## src/rtl/auth_sequencer_if.sv

```systemverilog
// Bundles the start/result, CRP database and PUF signals of the authentication sequencer.
interface auth_sequencer_if;
  logic        start;
  logic [31:0] chiplet_id_in;
  logic [31:0] db_chiplet_id;
  logic [3:0]  db_query_type;
  logic [15:0] db_challenge;
  logic [3:0]  db_activation;
  logic [15:0] db_response;
  logic        db_valid;
  logic [15:0] puf_challenge;
  logic [3:0]  puf_activation;
  logic        puf_req;
  logic [15:0] puf_resp;
  logic        puf_resp_valid;
  logic        busy;
  logic        done;
  logic [2:0]  status;
  logic [4:0]  hd_out;
  logic [1:0]  attempts;

  modport slave (
    input  start, chiplet_id_in, db_challenge, db_activation, db_response, db_valid,
           puf_resp, puf_resp_valid,
    output db_chiplet_id, db_query_type, puf_challenge, puf_activation, puf_req,
           busy, done, status, hd_out, attempts
  );

  modport master (
    output start, chiplet_id_in, db_challenge, db_activation, db_response, db_valid,
           puf_resp, puf_resp_valid,
    input  db_chiplet_id, db_query_type, puf_challenge, puf_activation, puf_req,
           busy, done, status, hd_out, attempts
  );
endinterface

```

## src/rtl/auth_sequencer.sv

```systemverilog
// Fetches challenge/activation/golden response for one chiplet, drives the PUF and
// grades the reply by Hamming distance with bounded retries on mismatch or timeout.
module auth_sequencer #(
  parameter int unsigned HD_THRESHOLD   = 2,
  parameter int unsigned TIMEOUT_CYCLES = 255,
  parameter int unsigned MAX_RETRIES    = 2
) (
  input  logic              clk,
  input  logic              rst,
  auth_sequencer_if.slave   bus
);

  localparam logic [4:0] HD_LIMIT  = 5'(HD_THRESHOLD);
  localparam logic [7:0] TO_LIMIT  = 8'(TIMEOUT_CYCLES);
  localparam logic [1:0] RETRY_MAX = 2'(MAX_RETRIES);

  localparam logic [2:0] ST_NONE    = 3'd0;
  localparam logic [2:0] ST_PASS    = 3'd1;
  localparam logic [2:0] ST_FAIL_HD = 3'd2;
  localparam logic [2:0] ST_FAIL_ID = 3'd3;
  localparam logic [2:0] ST_FAIL_TO = 3'd4;

  typedef enum logic [3:0] {
    IDLE, Q_CHAL, C_CHAL, Q_ACT, C_ACT, Q_RESP, C_RESP,
    PUF_REQ, PUF_WAIT, COMPARE, DONE
  } state_t;

  state_t      state_q, state_d;
  logic [31:0] id_q, id_d;
  logic [3:0]  qtype_q, qtype_d;
  logic [15:0] chal_q, chal_d;
  logic [3:0]  act_q, act_d;
  logic [15:0] gold_q, gold_d;
  logic [15:0] resp_q, resp_d;
  logic [7:0]  cnt_q, cnt_d;
  logic        puf_req_q, puf_req_d;
  logic        busy_q, busy_d;
  logic        done_q, done_d;
  logic [2:0]  status_q, status_d;
  logic [4:0]  hd_q, hd_d;
  logic [1:0]  att_q, att_d;
  logic [4:0]  hd_c;

  function automatic logic [4:0] popcount16(input logic [15:0] v);
    logic [4:0] n;
    n = '0;
    for (int i = 0; i < 16; i++) n = n + 5'(v[i]);
    return n;
  endfunction

  assign hd_c = popcount16(resp_q ^ gold_q);

  // Next-state and next-output logic; every output is the registered copy of its _d value.
  always_comb begin
    state_d   = state_q;
    id_d      = id_q;
    qtype_d   = qtype_q;
    chal_d    = chal_q;
    act_d     = act_q;
    gold_d    = gold_q;
    resp_d    = resp_q;
    cnt_d     = cnt_q;
    status_d  = status_q;
    hd_d      = hd_q;
    att_d     = att_q;
    puf_req_d = 1'b0;

    case (state_q)
      IDLE: begin
        if (bus.start) begin
          id_d     = bus.chiplet_id_in;
          hd_d     = '0;
          att_d    = '0;
          status_d = ST_NONE;
          qtype_d  = 4'd0;
          state_d  = Q_CHAL;
        end
      end
      Q_CHAL: state_d = C_CHAL;
      C_CHAL: begin
        if (!bus.db_valid) begin
          status_d = ST_FAIL_ID;
          state_d  = DONE;
        end else begin
          chal_d  = bus.db_challenge;
          qtype_d = 4'd1;
          state_d = Q_ACT;
        end
      end
      Q_ACT: state_d = C_ACT;
      C_ACT: begin
        if (!bus.db_valid) begin
          status_d = ST_FAIL_ID;
          state_d  = DONE;
        end else begin
          act_d   = bus.db_activation;
          qtype_d = 4'd2;
          state_d = Q_RESP;
        end
      end
      Q_RESP: state_d = C_RESP;
      C_RESP: begin
        if (!bus.db_valid) begin
          status_d = ST_FAIL_ID;
          state_d  = DONE;
        end else begin
          gold_d  = bus.db_response;
          state_d = PUF_REQ;
        end
      end
      PUF_REQ: begin
        cnt_d   = '0;
        state_d = PUF_WAIT;
      end
      PUF_WAIT: begin
        // A response on the terminal-count cycle still counts as a response.
        if (bus.puf_resp_valid) begin
          resp_d  = bus.puf_resp;
          state_d = COMPARE;
        end else begin
          cnt_d = cnt_q + 8'd1;
          if (cnt_d == TO_LIMIT) begin
            if (att_q <= RETRY_MAX) begin
              state_d = PUF_REQ;
            end else begin
              status_d = ST_FAIL_TO;
              state_d  = DONE;
            end
          end
        end
      end
      COMPARE: begin
        hd_d = hd_c;
        if (hd_c <= HD_LIMIT) begin
          status_d = ST_PASS;
          state_d  = DONE;
        end else if (att_q <= RETRY_MAX) begin
          state_d = PUF_REQ;
        end else begin
          status_d = ST_FAIL_HD;
          state_d  = DONE;
        end
      end
      DONE:    state_d = IDLE;
      default: state_d = IDLE;
    endcase

    // Request pulse and attempt count line up with the cycle spent in PUF_REQ.
    if (state_d == PUF_REQ) begin
      puf_req_d = 1'b1;
      att_d     = att_q + 2'd1;
    end
    done_d = (state_d == DONE);
    busy_d = (state_d != IDLE);
  end

  always_ff @(posedge clk or posedge rst) begin
    if (rst) begin
      state_q   <= IDLE;
      id_q      <= '0;
      qtype_q   <= '0;
      chal_q    <= '0;
      act_q     <= '0;
      gold_q    <= '0;
      resp_q    <= '0;
      cnt_q     <= '0;
      puf_req_q <= 1'b0;
      busy_q    <= 1'b0;
      done_q    <= 1'b0;
      status_q  <= '0;
      hd_q      <= '0;
      att_q     <= '0;
    end else begin
      state_q   <= state_d;
      id_q      <= id_d;
      qtype_q   <= qtype_d;
      chal_q    <= chal_d;
      act_q     <= act_d;
      gold_q    <= gold_d;
      resp_q    <= resp_d;
      cnt_q     <= cnt_d;
      puf_req_q <= puf_req_d;
      busy_q    <= busy_d;
      done_q    <= done_d;
      status_q  <= status_d;
      hd_q      <= hd_d;
      att_q     <= att_d;
    end
  end

  assign bus.db_chiplet_id  = id_q;
  assign bus.db_query_type  = qtype_q;
  assign bus.puf_challenge  = chal_q;
  assign bus.puf_activation = act_q;
  assign bus.puf_req        = puf_req_q;
  assign bus.busy           = busy_q;
  assign bus.done           = done_q;
  assign bus.status         = status_q;
  assign bus.hd_out         = hd_q;
  assign bus.attempts       = att_q;

endmodule

```

## src/flat_wrapper.sv

```systemverilog
// flat-port wrapper written by rule: the top's interface ports become plain ports
module auth_sequencer_flat 
#(
  parameter int unsigned HD_THRESHOLD   = 2,
  parameter int unsigned TIMEOUT_CYCLES = 255,
  parameter int unsigned MAX_RETRIES    = 2
)
  (clk, rst, bus_start, bus_chiplet_id_in, bus_db_challenge, bus_db_activation, bus_db_response, bus_db_valid, bus_puf_resp, bus_puf_resp_valid, bus_db_chiplet_id, bus_db_query_type, bus_puf_challenge, bus_puf_activation, bus_puf_req, bus_busy, bus_done, bus_status, bus_hd_out, bus_attempts);
  auth_sequencer_if bus_i ();
  input  logic clk;
  input  logic rst;
  input wire logic [$bits(bus_i.start)-1:0] bus_start;
  input wire logic [$bits(bus_i.chiplet_id_in)-1:0] bus_chiplet_id_in;
  input wire logic [$bits(bus_i.db_challenge)-1:0] bus_db_challenge;
  input wire logic [$bits(bus_i.db_activation)-1:0] bus_db_activation;
  input wire logic [$bits(bus_i.db_response)-1:0] bus_db_response;
  input wire logic [$bits(bus_i.db_valid)-1:0] bus_db_valid;
  input wire logic [$bits(bus_i.puf_resp)-1:0] bus_puf_resp;
  input wire logic [$bits(bus_i.puf_resp_valid)-1:0] bus_puf_resp_valid;
  output wire logic [$bits(bus_i.db_chiplet_id)-1:0] bus_db_chiplet_id;
  output wire logic [$bits(bus_i.db_query_type)-1:0] bus_db_query_type;
  output wire logic [$bits(bus_i.puf_challenge)-1:0] bus_puf_challenge;
  output wire logic [$bits(bus_i.puf_activation)-1:0] bus_puf_activation;
  output wire logic [$bits(bus_i.puf_req)-1:0] bus_puf_req;
  output wire logic [$bits(bus_i.busy)-1:0] bus_busy;
  output wire logic [$bits(bus_i.done)-1:0] bus_done;
  output wire logic [$bits(bus_i.status)-1:0] bus_status;
  output wire logic [$bits(bus_i.hd_out)-1:0] bus_hd_out;
  output wire logic [$bits(bus_i.attempts)-1:0] bus_attempts;
  assign bus_i.start = bus_start;
  assign bus_i.chiplet_id_in = bus_chiplet_id_in;
  assign bus_i.db_challenge = bus_db_challenge;
  assign bus_i.db_activation = bus_db_activation;
  assign bus_i.db_response = bus_db_response;
  assign bus_i.db_valid = bus_db_valid;
  assign bus_i.puf_resp = bus_puf_resp;
  assign bus_i.puf_resp_valid = bus_puf_resp_valid;
  assign bus_db_chiplet_id = bus_i.db_chiplet_id;
  assign bus_db_query_type = bus_i.db_query_type;
  assign bus_puf_challenge = bus_i.puf_challenge;
  assign bus_puf_activation = bus_i.puf_activation;
  assign bus_puf_req = bus_i.puf_req;
  assign bus_busy = bus_i.busy;
  assign bus_done = bus_i.done;
  assign bus_status = bus_i.status;
  assign bus_hd_out = bus_i.hd_out;
  assign bus_attempts = bus_i.attempts;
  auth_sequencer #(.HD_THRESHOLD(HD_THRESHOLD), .TIMEOUT_CYCLES(TIMEOUT_CYCLES), .MAX_RETRIES(MAX_RETRIES)) u_core (.clk(clk), .rst(rst), .bus(bus_i));
endmodule
```

## config.mk

```make
export PLATFORM = sky130hd
export DESIGN_NAME = auth_sequencer_flat
export DESIGN_NICKNAME = d
export VERILOG_FILES = /design/src/rtl/auth_sequencer_if.sv /design/src/rtl/auth_sequencer.sv /design/src/flat_wrapper.sv
export SDC_FILE = /design/constraint.sdc
export NUM_CORES = 1
export LEC_CHECK = 0
export ABC_AREA = 1
export CAP_MARGIN = 20
export CORE_MARGIN = 2
export CORE_UTILIZATION = 53
export CTS_BUF_LIST = sky130_fd_sc_hd__clkbuf_8
export DETAILED_ROUTE_END_ITERATION = 6
export HOLD_SLACK_MARGIN = 0.15
export PLACE_DENSITY = 0.95
export SETUP_SLACK_MARGIN = 0.3
export SLEW_MARGIN = 20
export SYNTH_ARGS = -nofsm -noshare
export SYNTH_HDL_FRONTEND = slang
export SYNTH_SLANG_ARGS = --single-unit
export TNS_END_PERCENT = 5
```

## constraint.sdc

```tcl
create_clock -name clk -period 14.3 [get_ports clk]
set_clock_uncertainty 0.05 [all_clocks]
set_input_delay 2.145 -clock clk [delete_from_list [all_inputs] [get_ports clk]]
set_output_delay 2.145 -clock clk [all_outputs]
set_load 0.005 [all_outputs]
```

==> results.sh <==
export IMPL_status="complete, no violations"
export IMPL_required_ps=14520
export IMPL_num_rows=36
export IMPL_dr_pass1_iters=4
export IMPL_num_vias=3771
export IMPL_ys_top_cells_by_area="dfrtp_1, mux2_2, mux2_4"
export IMPL_max_freq_mhz=193
export IMPL_grtUsageTotal_pct=23.4
export IMPL_cts_resized=0
export IMPL_yosys_register_bits=111
export IMPL_core_area_mm2=0.00973
export IMPL_ys_flop_type="dfrtp_1"
export IMPL_start_kind="flip-flop"
export IMPL_synth_cells=418
export IMPL_drive_gt1_share_pct=20.3
export IMPL_post_route_min_period_ps=5190
export IMPL_routed_top_layer="met4"
export IMPL_grt_pass1_vias=4134
export IMPL_yosys_warnings=0
export IMPL_die_area_mm2=0.0108
export IMPL_hold_violations=0
export IMPL_grt_max_degree=80
export IMPL_io_buffers=155
export IMPL_nNetsFinal=682
export IMPL_clock_sinks=111
export IMPL_grt_pass1_wl_mm=19.8
export IMPL_viasPerCell=5.29
export IMPL_diodes=0
export IMPL_area_growth_pct=35.6
export IMPL_wl_met1_mm=4.46
export IMPL_report_final_slew_viol_count=0
export IMPL_wl_per_cell_um=17.1
export IMPL_postCtsHoldBufs=0
export IMPL_worstPathMaxFanout=4
export IMPL_r2r_start="u_core.gold_q[0]"
export IMPL_syn_area_mm2=0.00529
export IMPL_cts_max_level=3
export IMPL_worstRegToRegCells=20
export IMPL_crit_path_end="u_core.bus.busy"
export IMPL_ys_seq_area_share_pct=52.5
export IMPL_dpl_hpwl_mm=9.21
export IMPL_numCtsBuffers=9
export IMPL_r2r_end="u_core.bus.busy"
export IMPL_setup_worst_path_start="u_core.gold_q[0]"
export IMPL_cts_tree="yes"
export IMPL_ant_nets=0
export IMPL_yosysUniqueCellTypes=40
export IMPL_cap_violations=0
export IMPL_gp_routability_congestion=0.903
export IMPL_clock_latency_ps=370
export IMPL_drc=0
export IMPL_fillers=661
export IMPL_clock_path_buffers=2
export IMPL_synthTopCellsByCount="dfrtp_1, nand2_1, mux2_2"
export IMPL_cts_setup_buffers=0
export IMPL_yosys_area_top_type="dfrtp_1"
export IMPL_synthArstFlopShare_pct=100
export IMPL_synth_edff_count=0
export IMPL_start_util_pct=54.4
export IMPL_met2_length_mm=6.43
export IMPL_fin_crit_sh_pct=36.3
export IMPL_end_kind="flip-flop"
export IMPL_ios=158
export IMPL_setup_viol=0
export IMPL_critPathArrivalTime_ps=5410
export IMPL_worstHoldPathType="flip-flop to flip-flop"
export IMPL_grt_overflow=0
export IMPL_rrSetupSlack_ps=9110
export IMPL_met3_wirelength_um=768
export IMPL_clk_pin_slew_worst_paths_ps=100
export IMPL_die_w_um=104
export IMPL_avgSynthCellArea_um2=12.7
export IMPL_drt_first_iter_violations=206
export IMPL_tightest_slew_ps=994
export IMPL_yosys_cell_count_top_type="dfrtp_1"
export IMPL_dieHeight_um=104
export IMPL_crit_type="flip-flop to flip-flop"
export IMPL_root_buffer="clkbuf_8"
export IMPL_wirelength_mm=12.2
export IMPL_relSlewSlack_pct=33.6
export IMPL_synth_top_area_share_pct=52.5
export IMPL_antenna_found_initial=0
export IMPL_rsz0062_at_grt="no"
export IMPL_tns_ps=0
[worst min path at each step]
stage / from / cells after the start / to / slack (ps)
floorplan: u_core.bus.status[0] / 2 / u_core.bus.status[0] / 430
global placement: u_core.bus.db_chiplet_id[31] / 1 / u_core.bus.db_chiplet_id[31] / 420
detailed placement: u_core.bus.db_chiplet_id[31] / 1 / u_core.bus.db_chiplet_id[31] / 430
CTS: u_core.bus.db_chiplet_id[31] / 1 / u_core.bus.db_chiplet_id[31] / 450
global route: u_core.bus.db_chiplet_id[31] / 1 / u_core.bus.db_chiplet_id[31] / 470
finish: u_core.bus.db_chiplet_id[31] / 1 / u_core.bus.db_chiplet_id[31] / 450
[critical path, cell delays in order, from the launching register on]
cell,delay [ps]
dfrtp_1,420
xor2_1,170
ha_1,280
inv_1,50
fa_1,500
fa_1,530
fa_1,530
fa_1,540
fa_1,460
inv_1,100
fa_1,420
inv_1,100
o21ai_0,100
nor2_1,150
nand2_1,100
nand3b_2,140
nand2_1,80
nor2_1,130
nand2_1,80
nor2_1,80
nand2_1,50
[flip-flops by register name, indices dropped and copies added, names as in the netlist]
signal and flops:
u_core.cnt_q 8, u_core.bus.puf_req 1, u_core.bus.status 3, u_core.bus.puf_activation 4, u_core.bus.busy 1, u_core.gold_q 16, u_core.bus.db_chiplet_id 32, u_core.bus.db_query_type 2
u_core.bus.puf_challenge 16, u_core.resp_q 16, u_core.bus.done 1, u_core.bus.attempts 2, u_core.bus.hd_out 5, u_core.state_q 4
[per-stage QoR]
stage / hold slack, ps / setup WS (ps) / cells / util (%) / area, µm²
finish: 450 / 9110 / 713 / 73.7 / 7170
global route: 470 / 8870 / 713 / 73.7 / 7170
global placement: 423 / 9420 / 697 / 71.4 / 6940
detailed placement: 431 / 9230 / 697 / 71.4 / 6940
floorplan: 432 / 9170 / 419 / - / 5290
CTS: 455 / 9120 / 713 / 73.7 / 7170
[kinds of logic after synthesis]
| logic type | share of synthesized area (%) |
|---|---|
| other | 0.0709 |
| XOR/XNOR | 3.15 |
| multiplexers | 19.8 |
| AO/OA/AOI/OAI | 3.12 |
| adder cells (fa/ha/maj) | 5.68 |
| flip-flops | 52.5 |
| AND/OR/NAND/NOR | 11.6 |
| buffers and inverters | 4.09 |
[per-layer routing]
layer	vias up	track usage, %
li1	1705	-
met1	1870	25.2
met2	152	42.1
met3	44	5.51
met4	0	13.4
met5	-	0
[layout by cell type, fill, tap and decap left out, types with 2 or more instances in the layout]
cell / netlist / final
inv_4: 2 / 3
nor2_1: 15 / 15
nor2_4: 2 / 2
clkbuf_8: 0 / 10
nand2_1: 47 / 47
nand3_2: 3 / 4
o21ai_1: 9 / 9
bufinv_16: 0 / 2
clkinvlp_4: 0 / 2
ha_1: 8 / 8
nor2_2: 5 / 5
nand3b_2: 2 / 2
mux2_2: 42 / 42
xnor2_1: 15 / 15
o21ai_0: 11 / 11
xor2_1: 4 / 4
nand3_4: 2 / 2
mux2_4: 27 / 27
nor3_1: 2 / 2
o22ai_1: 4 / 4
inv_1: 30 / 29
conb_1: 1 / 2
fa_1: 10 / 10
nand2_2: 5 / 5
mux2_1: 15 / 15
dfrtp_1: 111 / 111
inv_2: 2 / 2
nor3_4: 2 / 2
nand3_1: 21 / 20
clkdlybuf4s50_1: 0 / 155
[cell type report]
cell class	count	area (µm²)	area share, %
clock buffers	10	138	1.92
clock inverters	6	92.6	1.29
inverters	34	135	1.88
multi-input cells	263	2300	32.1
flip-flops and latches	111	2780	38.7
well taps	133	166	2.32
repair buffers	156	1560	21.7
Power is not shown: default switching activity piles up to over one toggle a cycle in this logic, so the estimate is an artifact.
